==> src/rtl/regfile_write_arbiter.sv <==
// Register-file write-port arbiter: the ALU writeback always wins, long-latency
// results drain from a small FIFO, and a pending scoreboard tracks outstanding results.
module regfile_write_arbiter #(
  parameter int DEPTH = 2,
  parameter int XLEN  = 32
) (
  input  logic            clk,
  input  logic            rst_n,
  input  logic            alu_valid,
  input  logic [4:0]      alu_rd,
  input  logic [XLEN-1:0] alu_data,
  input  logic            lsu_valid,
  output logic            lsu_ready,
  input  logic [4:0]      lsu_rd,
  input  logic [XLEN-1:0] lsu_data,
  input  logic            issue_valid,
  input  logic [4:0]      issue_rd,
  output logic            regwrite,
  output logic [4:0]      writereg,
  output logic [XLEN-1:0] writedata,
  output logic [31:0]     pending
);

  localparam int PTR_W = (DEPTH > 1) ? $clog2(DEPTH) : 1;
  localparam logic [PTR_W:0] FULL_CNT = (PTR_W+1)'(DEPTH);

  // One-hot select of registers 1..31; register 0 never appears.
  function automatic logic [31:1] reg_onehot(input logic en, input logic [4:0] rd);
    logic [31:1] r;
    for (int i = 1; i < 32; i++) begin
      r[i] = en && (rd == 5'(i));
    end
    return r;
  endfunction

  logic [4:0]      fifo_rd   [DEPTH];
  logic [XLEN-1:0] fifo_data [DEPTH];
  logic [PTR_W-1:0] wr_ptr, rd_ptr;
  logic [PTR_W:0]   cnt;

  logic            push_p0, pop_p0, alu_take_p0;
  logic [4:0]      head_rd_p0;
  logic [XLEN-1:0] head_data_p0;
  logic [31:1]     pend_set_p0, pend_clr_p0;

  logic            vld_p1;
  logic [4:0]      rd_p1;
  logic [XLEN-1:0] data_p1;
  logic [31:1]     pend_p1;

  // Stage p0: arbitration and FIFO head decode.
  always_comb begin
    lsu_ready    = (cnt < FULL_CNT);
    push_p0      = lsu_valid && lsu_ready;
    alu_take_p0  = alu_valid && (alu_rd != 5'd0);
    pop_p0       = !alu_take_p0 && (cnt != '0);
    head_rd_p0   = fifo_rd[rd_ptr];
    head_data_p0 = fifo_data[rd_ptr];
    pend_set_p0  = reg_onehot(issue_valid, issue_rd);
    pend_clr_p0  = reg_onehot(pop_p0, head_rd_p0);
  end

  always_ff @(posedge clk) begin
    if (push_p0) begin
      fifo_rd[wr_ptr]   <= lsu_rd;
      fifo_data[wr_ptr] <= lsu_data;
    end
  end

  always_ff @(posedge clk or negedge rst_n) begin
    if (!rst_n) begin
      wr_ptr <= '0;
      rd_ptr <= '0;
      cnt    <= '0;
    end else begin
      if (push_p0) wr_ptr <= wr_ptr + 1'b1;
      if (pop_p0)  rd_ptr <= rd_ptr + 1'b1;
      case ({push_p0, pop_p0})
        2'b10:   cnt <= cnt + 1'b1;
        2'b01:   cnt <= cnt - 1'b1;
        default: cnt <= cnt;
      endcase
    end
  end

  // Stage p1: registered write port and scoreboard.
  always_ff @(posedge clk or negedge rst_n) begin
    if (!rst_n) begin
      vld_p1  <= 1'b0;
      rd_p1   <= '0;
      data_p1 <= '0;
      pend_p1 <= '0;
    end else begin
      vld_p1  <= alu_take_p0 || (pop_p0 && head_rd_p0 != 5'd0);
      if (alu_take_p0) begin
        rd_p1   <= alu_rd;
        data_p1 <= alu_data;
      end else if (pop_p0 && head_rd_p0 != 5'd0) begin
        rd_p1   <= head_rd_p0;
        data_p1 <= head_data_p0;
      end
      // A same-cycle issue re-arms the bit even while the older result retires.
      pend_p1 <= (pend_p1 & ~pend_clr_p0) | pend_set_p0;
    end
  end

  assign regwrite  = vld_p1;
  assign writereg  = rd_p1;
  assign writedata = data_p1;
  assign pending   = {pend_p1, 1'b0};

endmodule

==> config.mk <==
export PLATFORM = sky130hd
export DESIGN_NAME = regfile_write_arbiter
export DESIGN_NICKNAME = d
export VERILOG_FILES = /design/src/rtl/regfile_write_arbiter.sv
export SDC_FILE = /design/constraint.sdc
export NUM_CORES = 1
export LEC_CHECK = 0
export ABC_CLOCK_PERIOD_IN_PS = 5020
export CAP_MARGIN = 20
export CORE_MARGIN = 2
export CORE_UTILIZATION = 45
export CTS_CLUSTER_DIAMETER = 40
export DETAILED_ROUTE_END_ITERATION = 7
export PLACE_DENSITY = 0.74
export REMOVE_ABC_BUFFERS = 1
export SYNTH_ARGS = -nofsm -noshare
export SYNTH_HDL_FRONTEND = slang
export SYNTH_SLANG_ARGS = --single-unit
==> constraint.sdc <==
create_clock -name clk -period 5.02 [get_ports clk]
set_input_delay 1.004 -clock clk [delete_from_list [all_inputs] [get_ports clk]]
set_output_delay 1.004 -clock clk [all_outputs]
set_load 0.005 [all_outputs]
==> results_dict.tcl, run 1 <==
set metrics [dict create \
    ir_worst_vdd_mv 0.293 \
    max_freq_mhz 303 \
    grt_pass1_vias 4565 \
    finClkSkew_ns 0.0107 \
    synth_cells 428 \
    clkTransAtPathRegs_ns 0.06 \
    vias_per_cell 5.46 \
    ys_warn_count 0 \
    crit_path_max_incr_delay_ns 0.58 \
    synth_top_area_cell "edfxtp_1" \
    grt_pass1_wl_mm 23.1 \
    syn_area_per_cell_um2 14.8 \
    layout-drive-gt1-share 0.213 \
    cts_tree "built" \
    wl_met2_mm 7.57 \
    dieArea_mm2 0.0151 \
    hold_path_class "input port to asynchronous set/reset pin" \
    worstPathCellList "clkdlybuf4s50_1 -> or4_4 -> o21ai_4 -> buf_4 -> mux2_2 -> mux2_1" \
    htreeDepth 4 \
    crit_fanout 18 \
    clk_path_buf_depth 2 \
    core-area_mm2 0.0138 \
    drt-pass1-iter-count 5 \
    diodes 0 \
    async_flop_share 0.497 \
    rsz0062_at_grt "false" \
    wirelength_met1_mm 6.25 \
    synth_top_cells_by_count "edfxtp_1 (74), dfrtp_1 (73), mux2_2 (68), nand2_1 (28)" \
    path_class "input port to register" \
    wirelength_mm 15.0 \
    vias 4234 \
    reg2reg_depth 5 \
    drtAntennaViolNets 0 \
    synth_edf_count 74 \
    synth_top_area_share 0.350 \
    end_kind "register" \
    cts_root_buf "clkbuf_16" \
    cap_violations 0 \
    gp_congestion 0.829 \
    slew_violations 0 \
    synth_top_cells_by_area "edfxtp_1 (35%), dfrtp_1 (29%), mux2_2 (12%), mux2_4 (4.5%), o41ai_1 (3.7%)" \
    worst_slew_pin_slew_ns 0.981 \
    ys.flop_type "edfxtp_1" \
    post_drt_wl_per_cell_um 19.3 \
    power.density_mw_per_mm2 548 \
    clock_latency_ns 0.41 \
    hold_violations 0 \
    hpwl_mm 10.1 \
    holdBufCountCts 0 \
    area_delta_synth_final_pct 37.1 \
    die_h_um 123 \
    io_buffers 153 \
    synth.yosys.seq_area_share 0.638 \
    utilization 0.630 \
    fin_nets 668 \
    highest_layer "met4" \
    grt-ovfl-total 0 \
    outcome "complete, no violations" \
    ys_seq_elements 147 \
    fin_crit_ns 3.30 \
    start_util 0.459 \
    cts_resized 0 \
    p_leak_nw 3.33 \
    fin_tns_setup_ns 0 \
    track_usage 0.203 \
    ios 155 \
    synth_cell_types 42 \
    arrival_ns 3.60 \
    finalSetupViolCount 0 \
    postCtsSetupRepairBufs 0 \
    cp.required_ns 5.31 \
    grt_max_degree 74 \
    numCtsBuffers 17 \
    drc_errors 0 \
    cts.sinks 147 \
    drt_iter0_markers 368 \
    met3_length_um 926 \
    cp-start-kind "input port" \
    placement_rows 43 \
    relSlewSlack 0.346 \
    yosysMostFrequentCell "edfxtp_1" \
    die_w_um 123 \
    fin_crit_sh 0.657 \
    antenna_found_initial 0 \
    fin_hold_ws_ns 0.398 \
    power_mw 4.77 \
    slowest_stage "or4_4" \
    syn-cell-area_mm2 0.00635 \
]
-- worst max-delay path, delay by kind of cell --
kind,cells,cell delay [ns]
and+or+nand+nor,1,0.58
muxes,2,0.66
AOI/OAI and AO/OA,1,0.51
buffers and inverters,2,0.83
-- layout by cell type (no fill, tap or decap), types with 2 or more instances in the layout --
master and instances:
dfrtp_1 72, buf_4 3, inv_1 8, clkinv_4 2
o221ai_1 2, nor2_1 10, clkinv_1 2, mux2_4 19
nor2b_1 4, mux2i_1 3, clkinv_2 3, nand2_1 28
bufinv_16 4, clkdlybuf4s50_1 152, nor3b_1 4, mux2_1 15
a32oi_1 4, clkbuf_16 17, nor3_1 3, and3b_1 3
edfxtp_1 74, o31ai_1 5, buf_12 3, mux2_2 68
xnor2_1 4, nand2b_1 4, o41ai_1 27, clkbuf_1 4
o21ai_0 27
-- flip-flops by register name (all words and copies together), names as in the netlist --
register	count
pend_p1	31
writereg	5
rd_ptr	1
writedata	32
wr_ptr	1
fifo_rd	10
cnt	2
regwrite	1
fifo_data	64
-- power breakdown --
part | switching (mW) | internal, mW | leakage, nW
clock | 0.464 | 0.827 | 0.294
combinational | 0.648 | 0.956 | 1.51
sequential | 0.217 | 1.66 | 1.53
total | 1.33 | 3.44 | 3.33
-- path summary, 6_finish.rpt --
check / startpoint / end / slack [ns]
setup / recovery: alu_rd[1] / writedata[30] / 1.72
hold / removal: rst_n / pend_p1[9] / 0.40
setup reg to reg: rd_ptr / pend_p1[31] / 2.49
hold reg to reg: writedata[5] / writedata[5] / 0.49
max in group asynchronous: rst_n / writedata[23] / 4.05
min in group clk: writedata[5] / writedata[5] / 0.49
-- logic make-up after synthesis --
kind of cell               Yosys count  share of synthesized area
DFF                                147                      0.638
and+or+nand+nor                     67                     0.0530
muxes                              105                      0.197
xor gates and xnor gates             5                    0.00690
buffers and inverters               31                     0.0234
adders and majority gates            1                    0.00197
other                                1                   0.000591
AOI/OAI and AO/OA                   71                     0.0796
-- layer usage --
metal	vias up	GRT usage
met4	0	0.0704
met3	18	0.0613
li1	1942	-
met1	2113	0.253
met2	161	0.337
met5	-	0
-- per-stage QoR --
step	setup slack (ns)	std cells	area, um^2
global placement	1.36	741	8040
finish	1.72	776	8710
floorplan	1.64	405	6230
detailed placement	1.30	742	8060
global route	1.63	776	8710
CTS	1.74	774	8660
-- area by class of cell --
class,count,area [um^2]
multi-input combinational,250,2170
tap,180,225
timing repair buffer,159,1630
fill,1034,5120
clock buffer,21,440
clock inverter,11,160
sequential,147,4050
inverter,8,30.0
Note: power is estimated with default switching activity, not from simulation.
==> inputs of run 2 (changes only) <==
--- a/config.mk
+++ b/config.mk
@@ -5,7 +5,7 @@
 export SDC_FILE = /design/constraint.sdc
 export NUM_CORES = 1
 export LEC_CHECK = 0
-export ABC_CLOCK_PERIOD_IN_PS = 5020
+export ABC_CLOCK_PERIOD_IN_PS = 3300
 export CAP_MARGIN = 20
 export CORE_MARGIN = 2
 export CORE_UTILIZATION = 45
==> constraint.sdc (replaced) <==
create_clock -name clk -period 3.3 [get_ports clk]
set_input_delay 0.66 -clock clk [delete_from_list [all_inputs] [get_ports clk]]
set_output_delay 0.66 -clock clk [all_outputs]
set_load 0.005 [all_outputs]
==> run 2 against run 1 <==
Sequential cell count stayed put. Total power is 49% higher. Largest power group unchanged. Critical path type unchanged. Non-clock buffer count is 1 higher. Clock power is 43% higher.
==> results_dict.tcl, run 2 (synthesis results as in run 1) <==
set metrics [dict create \
    slew_violations 0 \
    start_util 0.459 \
    p_leak_nw 3.30 \
    reg2reg_depth 4 \
    finalSetupViolCount 0 \
    worst_slew_pin_slew_ns 0.956 \
    ff2ff_setup_slack_ns 1.09 \
    finClkSkew_ns 0.00738 \
    grt_pass1_wl_mm 23.1 \
    cts_resized 0 \
    grt-ovfl-total 0 \
    ir_worst_vdd_mv 0.479 \
    cp_num_buf_inv 2 \
    cts_root_buf "clkbuf_16" \
    power.switching_mw 2.06 \
    diodes 0 \
    largest_register_ffs 64 \
    io_buffers 153 \
    r2r_start "rd_ptr" \
    final_common_cell "clkdlybuf4s50_1" \
    holdBufCountCts 0 \
    fin_crit_sh 0.770 \
    combPwrFrac 0.339 \
    multi_input_area_mm2 0.00217 \
    drt-pass1-iter-count 5 \
    layout.cells.non_filler 777 \
    die_h_um 123 \
    grt_max_degree 74 \
    ios 155 \
    regArea_mm2 0.00405 \
    p_clk_frac 0.260 \
    crit_path_max_incr_delay_ns 0.57 \
    placement_rows 43 \
    wirelength_mm 14.9 \
    cts.sinks 147 \
    fin_tns_setup_ns 0 \
    layout-drive-gt1-share 0.221 \
    wirelength_met1_mm 6.06 \
    drt_iter0_markers 366 \
    max_freq_mhz 394 \
    postCtsSetupRepairBufs 0 \
    vias 4297 \
    slowest_stage "or4_4" \
    relSlewSlack 0.363 \
    drtAntennaViolNets 0 \
    fin_crit_ns 2.54 \
    switching_share 0.290 \
    arrival_ns 2.84 \
    clkTransAtPathRegs_ns 0.06 \
    core-area_mm2 0.0138 \
    crit_family "buffers and inverters" \
    vias_per_cell 5.53 \
    power.density_mw_per_mm2 824 \
    timing.rr.end "writedata[5]" \
    cp-start-kind "input port" \
    hold_path_class "input port to asynchronous set/reset pin" \
    outcome "complete, no violations" \
    final_cell_mix "clkdlybuf4s50_1 (152), edfxtp_1 (74), dfrtp_1 (72)" \
    fin_nets 669 \
    htreeDepth 4 \
    fillers 1015 \
    post_drt_wl_per_cell_um 19.2 \
    die_w_um 123 \
    place_inst 745 \
    highest_layer "met4" \
    grt_pass1_vias 4416 \
    crit_fanout 25 \
    hpwl_mm 10.3 \
    gp_congestion 0.850 \
    end_kind "register" \
    pwr-share-seq 0.401 \
    hold_violations 0 \
    drc_errors 0 \
    track_usage 0.204 \
    cts_tree "built" \
    dieArea_mm2 0.0151 \
    path_class "input port to register" \
    cap_violations 0 \
    max_flop_register "fifo_data" \
    numCtsBuffers 17 \
    clk_path_buf_depth 2 \
    rsz0062_at_grt "false" \
    met3_length_um 958 \
    area_delta_synth_final_pct 36.2 \
    clock_latency_ns 0.41 \
    worstPathCellList "clkdlybuf4s50_1 -> or4_4 -> o21a_1 -> a21o_2 -> buf_12 -> mux2_1" \
    wl_met2_mm 7.73 \
    p_int_mw 5.06 \
    antenna_found_initial 0 \
    cp.required_ns 3.59 \
]
==> run 2: changes by cell type in the layout (fill, tap and decap cells not counted), moves of 2 or more <==
cell        change
clkinv_2        +2
inv_6           +2
clkbuf_1        -3
bufinv_16       -2
buf_4           +3
clkinvlp_4      +3
==> run 2: how the worst max path moves through the flow <==
stage	startpoint	end	cells past startpoint
after floorplan	rd_ptr	writereg[0]	4
after global placement	alu_rd[1]	writedata[5]	6
after detailed placement	alu_rd[1]	writedata[5]	6
after CTS	alu_rd[1]	writedata[30]	6
after global routing	alu_rd[1]	writedata[30]	6
final	alu_rd[1]	writedata[5]	6
==> run 2: per-stage QoR <==
step | setup slack, ns | utilization | cell area [um^2] | power [mW] | hold WS [ns]
after floorplan | -0.00521 | - | 6230 | 4.01 | 0.364
after global placement | 0.367 | 0.584 | 8080 | 5.22 | 0.474
after detailed placement | 0.326 | 0.584 | 8080 | 5.30 | 0.478
after CTS | 0.766 | 0.625 | 8650 | 7.17 | 0.426
after global routing | 0.692 | 0.625 | 8650 | 7.46 | 0.474
final | 0.759 | 0.625 | 8650 | 7.13 | 0.399
==> run 2: power by group through the flow <==
stage,Clock (mW),Combinational [mW],Sequential (mW)
CTS,1.88,2.43,2.86
global placement,0,2.36,2.86
floorplan,0,1.12,2.89
global route,1.96,2.59,2.91
detailed placement,0,2.42,2.88
finish,1.85,2.42,2.86
==> run 2: final cells by class <==
type | instances | share of cell area
clock buffers | 18 | 0.0496
multi-input cells | 250 | 0.251
flip-flops and latches | 147 | 0.468
repair buffers | 160 | 0.186
inverters | 8 | 0.00347
clock inverters | 14 | 0.0159
well taps | 180 | 0.0260
==> run 2: per-layer routing <==
layer	vias up	GRT usage
li1	1947	-
met4	0	0.0589
met2	189	0.339
met5	-	0
met3	19	0.0599
met1	2142	0.258
==> run 2: worst reg2reg max path, cell delays in order, from the launching register on <==
cell and delay, ns:
dfrtp_2 0.61, buf_4 0.51, mux2_2 0.41, mux2_2 0.27
mux2_1 0.29
==> inputs of run 3 (changes only) <==
--- a/config.mk
+++ b/config.mk
@@ -5,7 +5,7 @@
 export SDC_FILE = /design/constraint.sdc
 export NUM_CORES = 1
 export LEC_CHECK = 0
-export ABC_CLOCK_PERIOD_IN_PS = 3300
+export ABC_CLOCK_PERIOD_IN_PS = 2400
 export CAP_MARGIN = 20
 export CORE_MARGIN = 2
 export CORE_UTILIZATION = 45
==> constraint.sdc (replaced) <==
create_clock -name clk -period 2.4 [get_ports clk]
set_input_delay 0.48 -clock clk [delete_from_list [all_inputs] [get_ports clk]]
set_output_delay 0.48 -clock clk [all_outputs]
set_load 0.005 [all_outputs]
==> run 3 against run 2 <==
Core utilization is 1.3 points higher. Combinational power is 42% higher. Clock skew is 0.0027 ns higher. First-iteration DRC count is 33% lower. Sequential cell count stayed put. Setup slack worse by 0.66 ns. Sequential share of layout area is 0.94 points lower. Clock-buffer cell count is 3 higher. Global-route usage is 0.46 points higher. Cell area is 2.1% higher. Cell count is 1.0% higher. Register-to-register slack worse by 0.90 ns.
==> results_dict.tcl, run 3 (synthesis results as in run 1) <==
set metrics [dict create \
    power.density_mw_per_mm2 1130 \
    crit_path_max_incr_delay_ns 0.56 \
    cp.required_ns 2.67 \
    place_inst 753 \
    hold_path_class "input port to asynchronous set/reset pin" \
    postCtsSetupRepairBufs 0 \
    track_usage 0.208 \
    final_cell_mix "clkdlybuf4s50_1 (152), edfxtp_1 (74), dfrtp_1 (72)" \
    wirelength_mm 15.1 \
    rsz0062_at_grt "false" \
    drc_errors 0 \
    power_mw 10.0 \
    layout-drive-gt1-share 0.238 \
    fin_crit_ns 2.30 \
    grt-ovfl-total 0 \
    io_buffers 153 \
    fin_crit_sh 0.959 \
    cts_root_buf "clkbuf_16" \
    path_class "input port to register" \
    largest_register_ffs 64 \
    hpwl_mm 10.6 \
    vias_per_cell 5.46 \
    layout.cells.non_filler 785 \
    fin_nets 677 \
    gp_congestion 0.857 \
    end_kind "register" \
    outcome "complete, no violations" \
    clkTransAtPathRegs_ns 0.06 \
    worst_slew_pin_slew_ns 0.977 \
    drt_iter0_markers 247 \
    die_h_um 123 \
    max_flop_register "fifo_data" \
    drt-pass1-iter-count 5 \
    ios 155 \
    area_delta_synth_final_pct 39.0 \
    drtAntennaViolNets 0 \
    cp_num_buf_inv 2 \
    cts.sinks 147 \
    diodes 0 \
    cp-start-kind "input port" \
    die_w_um 123 \
    numCtsBuffers 17 \
    slowest_stage "or4_4" \
    final_common_cell "clkdlybuf4s50_1" \
    utilization 0.638 \
    start_util 0.459 \
    finClkSkew_ns 0.0101 \
    antenna_found_initial 0 \
    finalSetupViolCount 0 \
    hold_violations 0 \
    place_area_mm2 0.00820 \
    dieArea_mm2 0.0151 \
    slew_violations 0 \
    final_cell_area_mm2 0.00883 \
    cap_violations 0 \
    cts_tree "built" \
    post_drt_wl_per_cell_um 19.3 \
    p_leak_nw 3.39 \
    arrival_ns 2.57 \
    crit_family "compound AO/OA/AOI/OAI gates" \
    htreeDepth 4 \
    crit_fanout 30 \
    clock_latency_ns 0.42 \
    relSlewSlack 0.348 \
    grt_pass1_vias 4382 \
    core-area_mm2 0.0138 \
    vias 4283 \
    clk_path_buf_depth 2 \
    ir_worst_vdd_mv 0.569 \
    grt_pass1_wl_mm 23.0 \
    max_freq_mhz 434 \
    grt_max_degree 46 \
    placement_rows 43 \
    worstPathCellList "clkdlybuf4s50_1 -> or4_4 -> o21a_1 -> buf_4 -> o41ai_1 -> o21ai_0" \
]
-- run 3: cell types whose count changed in the layout (fill, tap and decap cells not counted), sizes merged --
cell      before  now
buf            8   16
clkbuf        18   21
clkinvlp       3    1
inv           10    9
-- run 3: final cells by class --
class	count	area (um^2)
tap	180	225
clock buffer	21	480
fill	1002	5000
timing repair buffer	168	1730
inverter	8	30.0
clock inverter	11	126
multi-input combinational	250	2180
sequential	147	4050
-- run 3: where the power goes --
part	leakage [nW]	switching (mW)	internal, mW
Clock	0.299	1.01	1.64
Sequential	1.53	0.468	3.46
Combinational	1.56	1.37	2.06
Total	3.39	2.85	7.17
-- run 3: worst paths after layout --
| path | start | to | slack, ns | cells past startpoint |
|---|---|---|---|---|
| worst max-delay path | alu_rd[1] | pend_p1[10] | 0.1 | 6 |
| worst min-delay path | rst_n | pend_p1[2] | 0.08 | 1 |
| worst max register to register | rd_ptr | pend_p1[16] | 0.19 | 4 |
| worst min register to register | writedata[7] | writedata[7] | 0.49 | 1 |
| max in group asynchronous | rst_n | pend_p1[8] | 1.71 | 2 |
| min in group clk | writedata[7] | writedata[7] | 0.49 | 1 |
-- run 3: repair_timing --
action,CTS,global route
gates resized for setup,0,2
hold buffers,0,0
endpoints found under the setup margin,0,2
-- run 3: metal layers --
layer,GRT usage,part of all wire,vias to the layer above
li1,-,-,1965
met1,0.253,0.41,2139
met2,0.345,0.51,161
met3,0.0609,0.063,18
met4,0.0920,0.018,0
met5,0,0,-
-- run 3: metrics by stage --
| step | TNS [ns] | setup slack, ns | hold WS [ns] |
|---|---|---|---|
| CTS | 0 | 0.116 | 0.0908 |
| floorplan | -42.80 | -0.905 | 0.184 |
| global route | 0 | 0.00299 | 0.119 |
| detailed placement | -14.57 | -0.317 | 0.478 |
| finish | 0 | 0.0974 | 0.0843 |
| global placement | -12.73 | -0.224 | 0.473 |
-- run 3: worst reg2reg max path, stage by stage (launching register included) --
cell	delay, ns
dfrtp_2	0.61
mux2_2	0.47
nand2_1	0.38
o41ai_1	0.48
o31ai_1	0.13
